==> config.mk <==
export PLATFORM = sky130hd
export DESIGN_NAME = traffic_sensor_cond_flat
export DESIGN_NICKNAME = d
export VERILOG_FILES = /design/src/rtl/traffic_sensor_cond_if.sv /design/src/rtl/traffic_sensor_cond.sv /design/src/flat_wrapper.sv
export SDC_FILE = /design/constraint.sdc
export NUM_CORES = 1
export LEC_CHECK = 0
export CAP_MARGIN = 40
export CORE_MARGIN = 4
export CORE_UTILIZATION = 53
export DETAILED_ROUTE_END_ITERATION = 7
export PLACE_DENSITY = 0.78
export REMOVE_ABC_BUFFERS = 1
export SLEW_MARGIN = 40
export SYNTH_ARGS = -nofsm -noshare
export SYNTH_HDL_FRONTEND = slang
export SYNTH_SLANG_ARGS = --single-unit
==> constraint.sdc <==
create_clock -name clk -period 2.1 [get_ports clk]
set_input_delay 0.525 -clock clk [delete_from_list [all_inputs] [get_ports clk]]
set_output_delay 0.525 -clock clk [all_outputs]
set_load 0.005 [all_outputs]
==> src/rtl/traffic_sensor_cond_if.sv <==
// ---------------------------------------------------------------------------
// traffic_sensor_cond_if
// Signal bundle between the roadside detector conditioner and its
// environment (detector pads, the traffic-light controller, status readout).
//
//   sa_raw, sb_raw : raw asynchronous detector inputs, streets A and B
//   clr_cnt        : synchronous clear of both arrival counters
//   Ta, Tb         : registered traffic-present flags
//   car_a, car_b   : one-cycle arrival strobes
//   cnt_a, cnt_b   : saturating arrival counters (CNT_W bits)
//   state_a/b      : channel FSM state, debug visibility only
//
// Handshake: car_x is a valid-only strobe with no ready. It is high for
// exactly one clock per confirmed arrival, and cnt_x already holds the
// post-arrival count in that same cycle, so a consumer samples both
// together on any cycle where car_x is high.
//
// CNT_W must match the CNT_W of the traffic_sensor_cond instance.
// ---------------------------------------------------------------------------
interface traffic_sensor_cond_if #(
  parameter int CNT_W = 8
);
  logic             sa_raw;
  logic             sb_raw;
  logic             clr_cnt;
  logic             Ta;
  logic             Tb;
  logic             car_a;
  logic             car_b;
  logic [CNT_W-1:0] cnt_a;
  logic [CNT_W-1:0] cnt_b;
  logic [2:0]       state_a;
  logic [2:0]       state_b;

  // Environment side: drives the detectors and the clear, observes results.
  modport master (
    output sa_raw, sb_raw, clr_cnt,
    input  Ta, Tb, car_a, car_b, cnt_a, cnt_b, state_a, state_b
  );

  // Conditioner side.
  modport slave (
    input  sa_raw, sb_raw, clr_cnt,
    output Ta, Tb, car_a, car_b, cnt_a, cnt_b, state_a, state_b
  );
endinterface

==> src/rtl/traffic_sensor_cond.sv <==
// ---------------------------------------------------------------------------
// traffic_sensor_cond
// Turns two raw vehicle-detector inputs into clean traffic-present flags for
// the downstream light controller. Each channel (A, B) is independent:
// 2-flop synchroniser -> debounce/hold FSM -> registered flag, plus an
// arrival strobe and a saturating arrival counter.
//
// Ports:
//   clk   : single clock, rising edge
//   reset : synchronous, active-high
//   bus   : traffic_sensor_cond_if.slave (raw inputs, clr_cnt, Ta/Tb,
//           car_a/car_b, cnt_a/cnt_b, debug FSM states)
// ---------------------------------------------------------------------------
module traffic_sensor_cond #(
  parameter int DEBOUNCE_CYCLES = 4,
  parameter int HOLD_CYCLES     = 8,
  parameter int CNT_W           = 8
) (
  input logic                  clk,
  input logic                  reset,
  traffic_sensor_cond_if.slave bus
);

  // +1 keeps both widths >= 1 at the smallest legal parameter values.
  localparam int DW = $clog2(DEBOUNCE_CYCLES + 1);
  localparam int HW = $clog2(HOLD_CYCLES + 1);

  localparam logic [DW-1:0]    D_ONE   = DW'(1);
  localparam logic [DW-1:0]    D_LAST  = DW'(DEBOUNCE_CYCLES - 1);
  localparam logic [HW-1:0]    H_ONE   = HW'(1);
  localparam logic [HW-1:0]    H_LAST  = HW'(HOLD_CYCLES - 1);
  localparam logic [CNT_W-1:0] CNT_ONE = CNT_W'(1);
  localparam logic [CNT_W-1:0] CNT_MAX = '1;

  typedef enum logic [2:0] {
    IDLE     = 3'd0,
    RISE_CHK = 3'd1,
    PRESENT  = 3'd2,
    FALL_CHK = 3'd3,
    HOLD     = 3'd4,
    REARM    = 3'd5
  } state_e;

  logic [1:0]       raw_w;
  logic [1:0]       t_w;
  logic [1:0]       car_w;
  logic [CNT_W-1:0] cnt_w   [2];
  state_e           state_w [2];

  assign raw_w = {bus.sb_raw, bus.sa_raw};

  for (genvar g = 0; g < 2; g++) begin : g_ch
    logic             s1_q, s2_q;
    state_e           state_q, state_d;
    logic [DW-1:0]    dcnt_q, dcnt_d;
    logic [HW-1:0]    hcnt_q, hcnt_d;
    logic             t_q, t_d;
    logic             car_q, arrival;
    logic [CNT_W-1:0] cnt_q, cnt_d;

    always_ff @(posedge clk) begin
      if (reset) begin
        s1_q    <= 1'b0;
        s2_q    <= 1'b0;
        state_q <= IDLE;
        dcnt_q  <= '0;
        hcnt_q  <= '0;
        t_q     <= 1'b0;
        car_q   <= 1'b0;
        cnt_q   <= '0;
      end else begin
        s1_q    <= raw_w[g];
        s2_q    <= s1_q;
        state_q <= state_d;
        dcnt_q  <= dcnt_d;
        hcnt_q  <= hcnt_d;
        t_q     <= t_d;
        car_q   <= arrival;
        cnt_q   <= cnt_d;
      end
    end

    // s2_q is the only view of the detector the FSM ever uses.
    always_comb begin
      state_d = state_q;
      dcnt_d  = dcnt_q;
      hcnt_d  = hcnt_q;
      arrival = 1'b0;
      case (state_q)
        IDLE: begin
          if (s2_q) begin
            state_d = RISE_CHK;
            dcnt_d  = D_ONE;
          end
        end
        RISE_CHK: begin
          if (!s2_q) begin
            state_d = IDLE;
          end else if (dcnt_q == D_LAST) begin
            state_d = PRESENT;
            arrival = 1'b1;
          end else begin
            dcnt_d = dcnt_q + D_ONE;
          end
        end
        PRESENT: begin
          if (!s2_q) begin
            state_d = FALL_CHK;
            dcnt_d  = D_ONE;
          end
        end
        FALL_CHK: begin
          // A bounce back high is the same vehicle, not a new arrival.
          if (s2_q) begin
            state_d = PRESENT;
          end else if (dcnt_q == D_LAST) begin
            state_d = HOLD;
            hcnt_d  = '0;
          end else begin
            dcnt_d = dcnt_q + D_ONE;
          end
        end
        HOLD: begin
          // Detector activity takes priority over hold expiry.
          if (s2_q) begin
            state_d = REARM;
            dcnt_d  = D_ONE;
          end else if (hcnt_q == H_LAST) begin
            state_d = IDLE;
          end else begin
            hcnt_d = hcnt_q + H_ONE;
          end
        end
        REARM: begin
          // A short blip during hold restarts the full hold window.
          if (!s2_q) begin
            state_d = HOLD;
            hcnt_d  = '0;
          end else if (dcnt_q == D_LAST) begin
            state_d = PRESENT;
            arrival = 1'b1;
          end else begin
            dcnt_d = dcnt_q + D_ONE;
          end
        end
        default: state_d = IDLE;
      endcase

      t_d = (state_d != IDLE) && (state_d != RISE_CHK);

      // A clear that coincides with an arrival keeps that arrival.
      cnt_d = cnt_q;
      if (bus.clr_cnt) begin
        cnt_d = arrival ? CNT_ONE : '0;
      end else if (arrival && (cnt_q != CNT_MAX)) begin
        cnt_d = cnt_q + CNT_ONE;
      end
    end

    assign t_w[g]     = t_q;
    assign car_w[g]   = car_q;
    assign cnt_w[g]   = cnt_q;
    assign state_w[g] = state_q;
  end

  assign bus.Ta      = t_w[0];
  assign bus.Tb      = t_w[1];
  assign bus.car_a   = car_w[0];
  assign bus.car_b   = car_w[1];
  assign bus.cnt_a   = cnt_w[0];
  assign bus.cnt_b   = cnt_w[1];
  assign bus.state_a = state_w[0];
  assign bus.state_b = state_w[1];

endmodule

==> src/flat_wrapper.sv <==
// flat-port wrapper written by rule: the top's interface ports become plain ports
module traffic_sensor_cond_flat 
#(
  parameter int DEBOUNCE_CYCLES = 4,
  parameter int HOLD_CYCLES     = 8,
  parameter int CNT_W           = 8
)
  (clk, reset, bus_sa_raw, bus_sb_raw, bus_clr_cnt, bus_Ta, bus_Tb, bus_car_a, bus_car_b, bus_cnt_a, bus_cnt_b, bus_state_a, bus_state_b);
  traffic_sensor_cond_if #(.CNT_W(CNT_W)) bus_i ();
  input logic clk;
  input logic reset;
  input wire logic [$bits(bus_i.sa_raw)-1:0] bus_sa_raw;
  input wire logic [$bits(bus_i.sb_raw)-1:0] bus_sb_raw;
  input wire logic [$bits(bus_i.clr_cnt)-1:0] bus_clr_cnt;
  output wire logic [$bits(bus_i.Ta)-1:0] bus_Ta;
  output wire logic [$bits(bus_i.Tb)-1:0] bus_Tb;
  output wire logic [$bits(bus_i.car_a)-1:0] bus_car_a;
  output wire logic [$bits(bus_i.car_b)-1:0] bus_car_b;
  output wire logic [$bits(bus_i.cnt_a)-1:0] bus_cnt_a;
  output wire logic [$bits(bus_i.cnt_b)-1:0] bus_cnt_b;
  output wire logic [$bits(bus_i.state_a)-1:0] bus_state_a;
  output wire logic [$bits(bus_i.state_b)-1:0] bus_state_b;
  assign bus_i.sa_raw = bus_sa_raw;
  assign bus_i.sb_raw = bus_sb_raw;
  assign bus_i.clr_cnt = bus_clr_cnt;
  assign bus_Ta = bus_i.Ta;
  assign bus_Tb = bus_i.Tb;
  assign bus_car_a = bus_i.car_a;
  assign bus_car_b = bus_i.car_b;
  assign bus_cnt_a = bus_i.cnt_a;
  assign bus_cnt_b = bus_i.cnt_b;
  assign bus_state_a = bus_i.state_a;
  assign bus_state_b = bus_i.state_b;
  traffic_sensor_cond #(.DEBOUNCE_CYCLES(DEBOUNCE_CYCLES), .HOLD_CYCLES(HOLD_CYCLES), .CNT_W(CNT_W)) u_core (.clk(clk), .reset(reset), .bus(bus_i));
endmodule
# Word level (Yosys, flattened, before mapping)
# Cells that the tools add are included.
dict set report totals {
  regBits 44
  latchBits 0
  ramBits 0
  rom_bits 0
  inputBits 5
  out_inout_bits 26
  elab_cells 134
  mem_count 0
}
dict set report op_classes {
  add_sub_neg 6
  mul 0
  div_mod_pow 0
  magnitude_cmp 0
  n_eq_ne 34
  n_shift 0
  n_mux 56
  n_bitwise 0
  n_reduce_logical 22
}
# cell n
set ops {}
lappend ops {{$mux W3} 28}
lappend ops {{$mux W4} 10}
lappend ops {{$pmux W3 S6} 2}
lappend ops {{$mux W8} 4}
lappend ops {{$pmux W3 S4} 2}
lappend ops {{$pmux W4 S3} 2}
lappend ops {{$ne A2 B2 Y1 const B} 10}
lappend ops {{$eq A3 B2 Y1 const B} 6}
lappend ops {{$add A8 B1 Y8 const B} 2}
lappend ops {{$ne A8 B8 Y1 const B} 2}
lappend ops {{$eq A3 B3 Y1 const B} 4}
lappend ops {{$ne A2 B1 Y1 const B} 6}
lappend ops {{$reduce_and A6 Y1} 2}
lappend ops {{$reduce_bool A3 Y1} 4}
lappend ops {{$reduce_and A5 Y1} 2}
lappend ops {{$add A4 B1 Y4 const B} 2}
lappend ops {{$eq A4 B3 Y1 const B} 2}
lappend ops {{$mux W1} 8}
lappend ops {{$reduce_bool A4 Y1} 2}
lappend ops {{$reduce_or A2 Y1} 4}
lappend ops {{$add A3 B1 Y3 const B} 2}
lappend ops {{$eq A3 B1 Y1 const B} 2}
lappend ops {{$logic_not A3 Y1} 2}
lappend ops {{$ne A3 B1 Y1 const B} 2}
lappend ops {{2 further kinds} 6}

# Longest topological paths before layout
dict set report depth {
  word_depth 7
  mapped_depth 7
  depth_no_buf 6
}

# Least setup slack after synthesis
# OpenSTA, ideal clock, no wires.
dict set report synth_timing {
  kind {reg-to-reg}
  from {register u_core.g_ch[0].dcnt_q[0]}
  to {register u_core.g_ch[0].hcnt_q[3]}
  arrival_ps 1614
  t_required_ps 1977
  slack_ps 363
  path_stages_with_launch 7
  cell_sequence {dfxtp_1 > ha_1 > ha_1 > nand4b_1 > o22ai_4 > and4_1 > mux2_1}
}
dict set report synth_via {
  elab_chain_cells 3
}
# element line_no
set synth_rtl {}
lappend synth_rtl {{start: declaration} traffic_sensor_cond.sv:55} ;# logic [DW-1:0] dcnt_q, dcnt_d;
lappend synth_rtl {{start signal: assignment} traffic_sensor_cond.sv:75} ;# dcnt_q <= dcnt_d;
lappend synth_rtl {{$eq A3 B2 Y1} traffic_sensor_cond.sv:116} ;# end else if (dcnt_q == D_LAST) begin
lappend synth_rtl {{$ne A2 B1 Y1 (no line)} n/a}
lappend synth_rtl {{$reduce_and A6 Y1 (no line)} n/a}
lappend synth_rtl {{end signal: assignment} traffic_sensor_cond.sv:76} ;# hcnt_q <= hcnt_d;
lappend synth_rtl {{end: declaration} traffic_sensor_cond.sv:56} ;# logic [HW-1:0] hcnt_q, hcnt_d;
# Every way passes these cells.
# A chain may end at the register's enable or synchronous reset.

# Final worst setup path
dict set report layout_timing {
  from {register u_core.g_ch[0].state_q[1] (netlist: u_core.bus.state_a[1])}
  to {output port bus_state_a[1]}
}
# element line_no
set layout_rtl {}
lappend layout_rtl {{start: declaration} traffic_sensor_cond.sv:54} ;# state_e state_q, state_d;
lappend layout_rtl {{start signal: assignment} traffic_sensor_cond.sv:74} ;# state_q <= state_d;
lappend layout_rtl {{end: declaration} flat_wrapper.sv:21} ;# output wire logic [$bits(bus_i.state_a)-1:0] bus_state_a;
# No word-level cell between the ends.

==> results.sh <==
export IMPL_status="finished, final reports clean"
export IMPL_routedWlPerCell_um=12.6
export IMPL_timing_clock_skew_ns=0.00274
export IMPL_cts_sinks=44
export IMPL_fmaxAchievable_mhz=517
export IMPL_synth_top_cell_area_share_pct=41.6
export IMPL_design_portCount=31
export IMPL_synth_area_leaders="sky130_fd_sc_hd__dfxtp_1, sky130_fd_sc_hd__nor2_1, sky130_fd_sc_hd__ha_1, sky130_fd_sc_hd__mux2i_1, sky130_fd_sc_hd__a21oi_1"
export IMPL_hold_endpoint="u_core.g_ch[0].s2_q"
export IMPL_postSynthCellCount=236
export IMPL_initial_utilization_pct=56.1
export IMPL_rsz0062_at_grt="false"
export IMPL_reg2reg_from="u_core.g_ch[0].dcnt_q[0]"
export IMPL_cp_slowest_stage_delay_ns=0.57
export IMPL_grtUsageTotal_pct=16.5
export IMPL_largest_vdd_supply_drop_mv=0.328
export IMPL_design_die_area_um2=5070
export IMPL_cts_reportedPaths_clkPinSlew_ns=0.07
export IMPL_r2r_setup_slack_ns=0.20
export IMPL_crit_path_top_delay_cell="sky130_fd_sc_hd__clkdlybuf4s50_1"
export IMPL_cts_hold_bufs=0
export IMPL_static_power_due_to_leakage_nw=0.964
export IMPL_finalNetCount=280
export IMPL_rr_worst_depth=6
export IMPL_root_buffer="sky130_fd_sc_hd__clkbuf_8"
export IMPL_timing_hold_worst_start="u_core.g_ch[0].s1_q"
export IMPL_timing_critical_path_max_delay_family="buffers and inverters"
export IMPL_main_flop_type_after_synthesis="sky130_fd_sc_hd__dfxtp_1"
export IMPL_synth_distinct_cells=53
export IMPL_clk_path_buf_depth=2
export IMPL_std_cell_rows=22
export IMPL_finalMaxSlewViolations=0
export IMPL_critical_path_endpoint_type="output pin"
export IMPL_final_antenna_net_count=0
export IMPL_clock_tree_from_tritoncts="built"
export IMPL_detail_route_wirelength_mm=3.99
export IMPL_count_of_max_cap_constraint_violations=0
export IMPL_post_route_worst_setup_slack_ns=0.164
export IMPL_timing_worst_slew_pin_value_ns=0.401
export IMPL_antenna_violations_before_repair=0
export IMPL_crit_buf_inv=1
export IMPL_drt_drc_violations_left=0
export IMPL_synth_edff_count=0
export IMPL_criticalPathCategory="flip-flop to output pin"
export IMPL_timing_critical_path_arrival_ns=1.41
export IMPL_setup_worst_path_start_class="flip-flop"
export IMPL_min_period_over_period_pct=92.2
export IMPL_core_area_um2=3770
export IMPL_cts_repair_resized=0
export IMPL_die_extent_in_x_um=71.2
export IMPL_dp_slack_ns=0.221
export IMPL_hold_viol=0
export IMPL_post_synth_instance_area_um2=2120
export IMPL_antennaDiodeCount=0
export IMPL_max_slew_margin_rel_pct=73.0
export IMPL_syn_mean_instance_area_um2=8.97
export IMPL_crit_reg2reg_capture="u_core.bus.cnt_a[5]"
export IMPL_grt_ovfl_total=0
export IMPL_final_setup_tns_ns=0
export IMPL_hp_class="flip-flop to flip-flop"
export IMPL_synthesis_yosys_warnings=0
export IMPL_async_reset_ff_share_pct=0
export IMPL_drt_iter0_markers=80
export IMPL_finalSetupViolCount=0
export IMPL_die_h_um=71.2
export IMPL_hpwl_mm=2.92
export IMPL_area_growth_synth_to_final_pct=20.4
export IMPL_setup_worst_path_start="u_core.bus.state_a[1]"
export IMPL_clk_insertion_delay_late_ns=0.29
export IMPL_vias_per_cell=5.58
export IMPL_inserted_clock_buffers=5
export IMPL_synth_top_cell_by_area="sky130_fd_sc_hd__dfxtp_1"
export IMPL_drt_pre_antenna_iters=4
export IMPL_cts_max_level=2
export IMPL_setup_bufs_post_cts=0
export IMPL_placement_io_buffers=30
export IMPL_layout_commonest_cell="sky130_fd_sc_hd__dfxtp_1"
export IMPL_total_vias_in_the_final_route=1763
export IMPL_worstHoldPathCells=1
export IMPL_final_layout_size_suffix_gt1_share_pct=5.22
export IMPL_place_gp_congestion=0.782
export IMPL_grt_first_pass_wirelength_mm=6.71
export IMPL_synth_yosys_seq_area_share_pct=41.6
export IMPL_critPathRequiredTime_ns=1.57
export IMPL_post_synthesis_sequential_element_count=44
export IMPL_worstPathCellList="clkdlybuf4s50_1"
export IMPL_final_period_minus_worst_setup_slack_ns=1.94
export IMPL_critPathMaxFanout=13
export IMPL_most_common_layout_cells="sky130_fd_sc_hd__dfxtp_1, sky130_fd_sc_hd__clkdlybuf4s50_1, sky130_fd_sc_hd__nor2_1, sky130_fd_sc_hd__nand2_1, sky130_fd_sc_hd__inv_1"
export IMPL_first_global_vias=1558
export IMPL_grt_max_degree=20
export IMPL_pwr_density_cell_nw_per_um2=560
worst max path at each step:
stage                                          end  slack, ns  depth (start not counted)
after detailed placement  u_core.g_ch[0].hcnt_q[3]       0.22                          6
after floorplan           u_core.g_ch[0].hcnt_q[3]       0.36                          6
after CTS                           bus_state_a[1]       0.16                          1
after global routing           u_core.bus.cnt_b[5]       0.06                          6
after global placement    u_core.g_ch[0].hcnt_q[3]       0.29                          6
final                               bus_state_a[1]       0.16                          1
cells in the mapped netlist, types with 2 or more instances:
master and n:
sky130_fd_sc_hd__nand3_1 4, sky130_fd_sc_hd__nor3b_1 3, sky130_fd_sc_hd__and3_1 5, sky130_fd_sc_hd__nor3_1 2
sky130_fd_sc_hd__dfxtp_1 44, sky130_fd_sc_hd__inv_1 13, sky130_fd_sc_hd__o211a_1 2, sky130_fd_sc_hd__xor2_1 5
sky130_fd_sc_hd__mux2i_1 7, sky130_fd_sc_hd__nand4b_1 2, sky130_fd_sc_hd__a21oi_1 11, sky130_fd_sc_hd__nor2b_1 8
sky130_fd_sc_hd__nand2b_1 5, sky130_fd_sc_hd__o211ai_1 5, sky130_fd_sc_hd__clkbuf_1 2, sky130_fd_sc_hd__nand4bb_1 2
sky130_fd_sc_hd__and4_1 2, sky130_fd_sc_hd__and2_1 4, sky130_fd_sc_hd__or3_1 3, sky130_fd_sc_hd__a22oi_1 4
sky130_fd_sc_hd__xnor2_1 3, sky130_fd_sc_hd__nand3b_1 2, sky130_fd_sc_hd__a41oi_1 2, sky130_fd_sc_hd__a211oi_1 2
sky130_fd_sc_hd__ha_1 8, sky130_fd_sc_hd__nand4_1 5, sky130_fd_sc_hd__nor2_1 28, sky130_fd_sc_hd__buf_2 5
sky130_fd_sc_hd__a31oi_1 2, sky130_fd_sc_hd__buf_1 2, sky130_fd_sc_hd__nand2_1 14, sky130_fd_sc_hd__o21ai_0 8
sky130_fd_sc_hd__and4b_1 2
cells by family after synthesis:
kind of cell	share of synthesized area, %
muxes	3.84
AOI/OAI and AO/OA	16.5
adders and majority gates	4.73
DFF	41.6
xor gates and xnor gates	3.31
and+or+nand+nor	25.8
buffers and inverters	4.20
sequential cells by signal (all words and copies together) (netlist names):
register / flops
u_core.g_ch.hcnt_q: 8
u_core.bus.state_a: 3
u_core.bus.state_b: 3
u_core.g_ch.dcnt_q: 6
u_core.bus.cnt_a: 8
u_core.g_ch.s2_q: 2
u_core.bus.Ta: 1
u_core.bus.car_a: 1
u_core.bus.Tb: 1
u_core.bus.car_b: 1
u_core.bus.cnt_b: 8
u_core.g_ch.s1_q: 2
metal layers:
layer  vias up  wire, um  track usage [%]
li1        911         -                -
met4         0        68             5.64
met3         7       180             5.11
met5         -         0                0
met1       815      1850             19.4
met2        30      1890             28.3
through the flow:
stage	hold slack [ns]	total power [mW]	instances	instance area [um2]	utilization [%]
after global placement	0.417	0.911	308	2460	65.2
after CTS	0.453	1.45	316	2550	67.6
after detailed placement	0.434	0.912	308	2460	65.2
final	0.451	1.43	316	2550	67.6
after floorplan	0.414	0.885	227	2080	-
after global routing	0.468	1.48	316	2550	67.6
power by group:
part / internal, mW / total [mW] / leakage [nW] / switching [mW]
registers: 0.840 / 0.847 / 0.356 / 0.00700
logic: 0.0205 / 0.0446 / 0.563 / 0.0241
clock network: 0.268 / 0.535 / 0.0455 / 0.267
total: 1.13 / 1.43 / 0.964 / 0.298
area by class of cell:
| type | instances | area [um2] |
|---|---|---|
| Sequential cell | 44 | 881 |
| Inverter | 13 | 48.8 |
| Multi-Input combinational cell | 170 | 1150 |
| Timing Repair Buffer | 33 | 323 |
| Fill cell | 329 | 1220 |
| Tap cell | 48 | 60.1 |
| Clock buffer | 8 | 90.1 |
No activity file was read; power rests on OpenSTA's default activity.
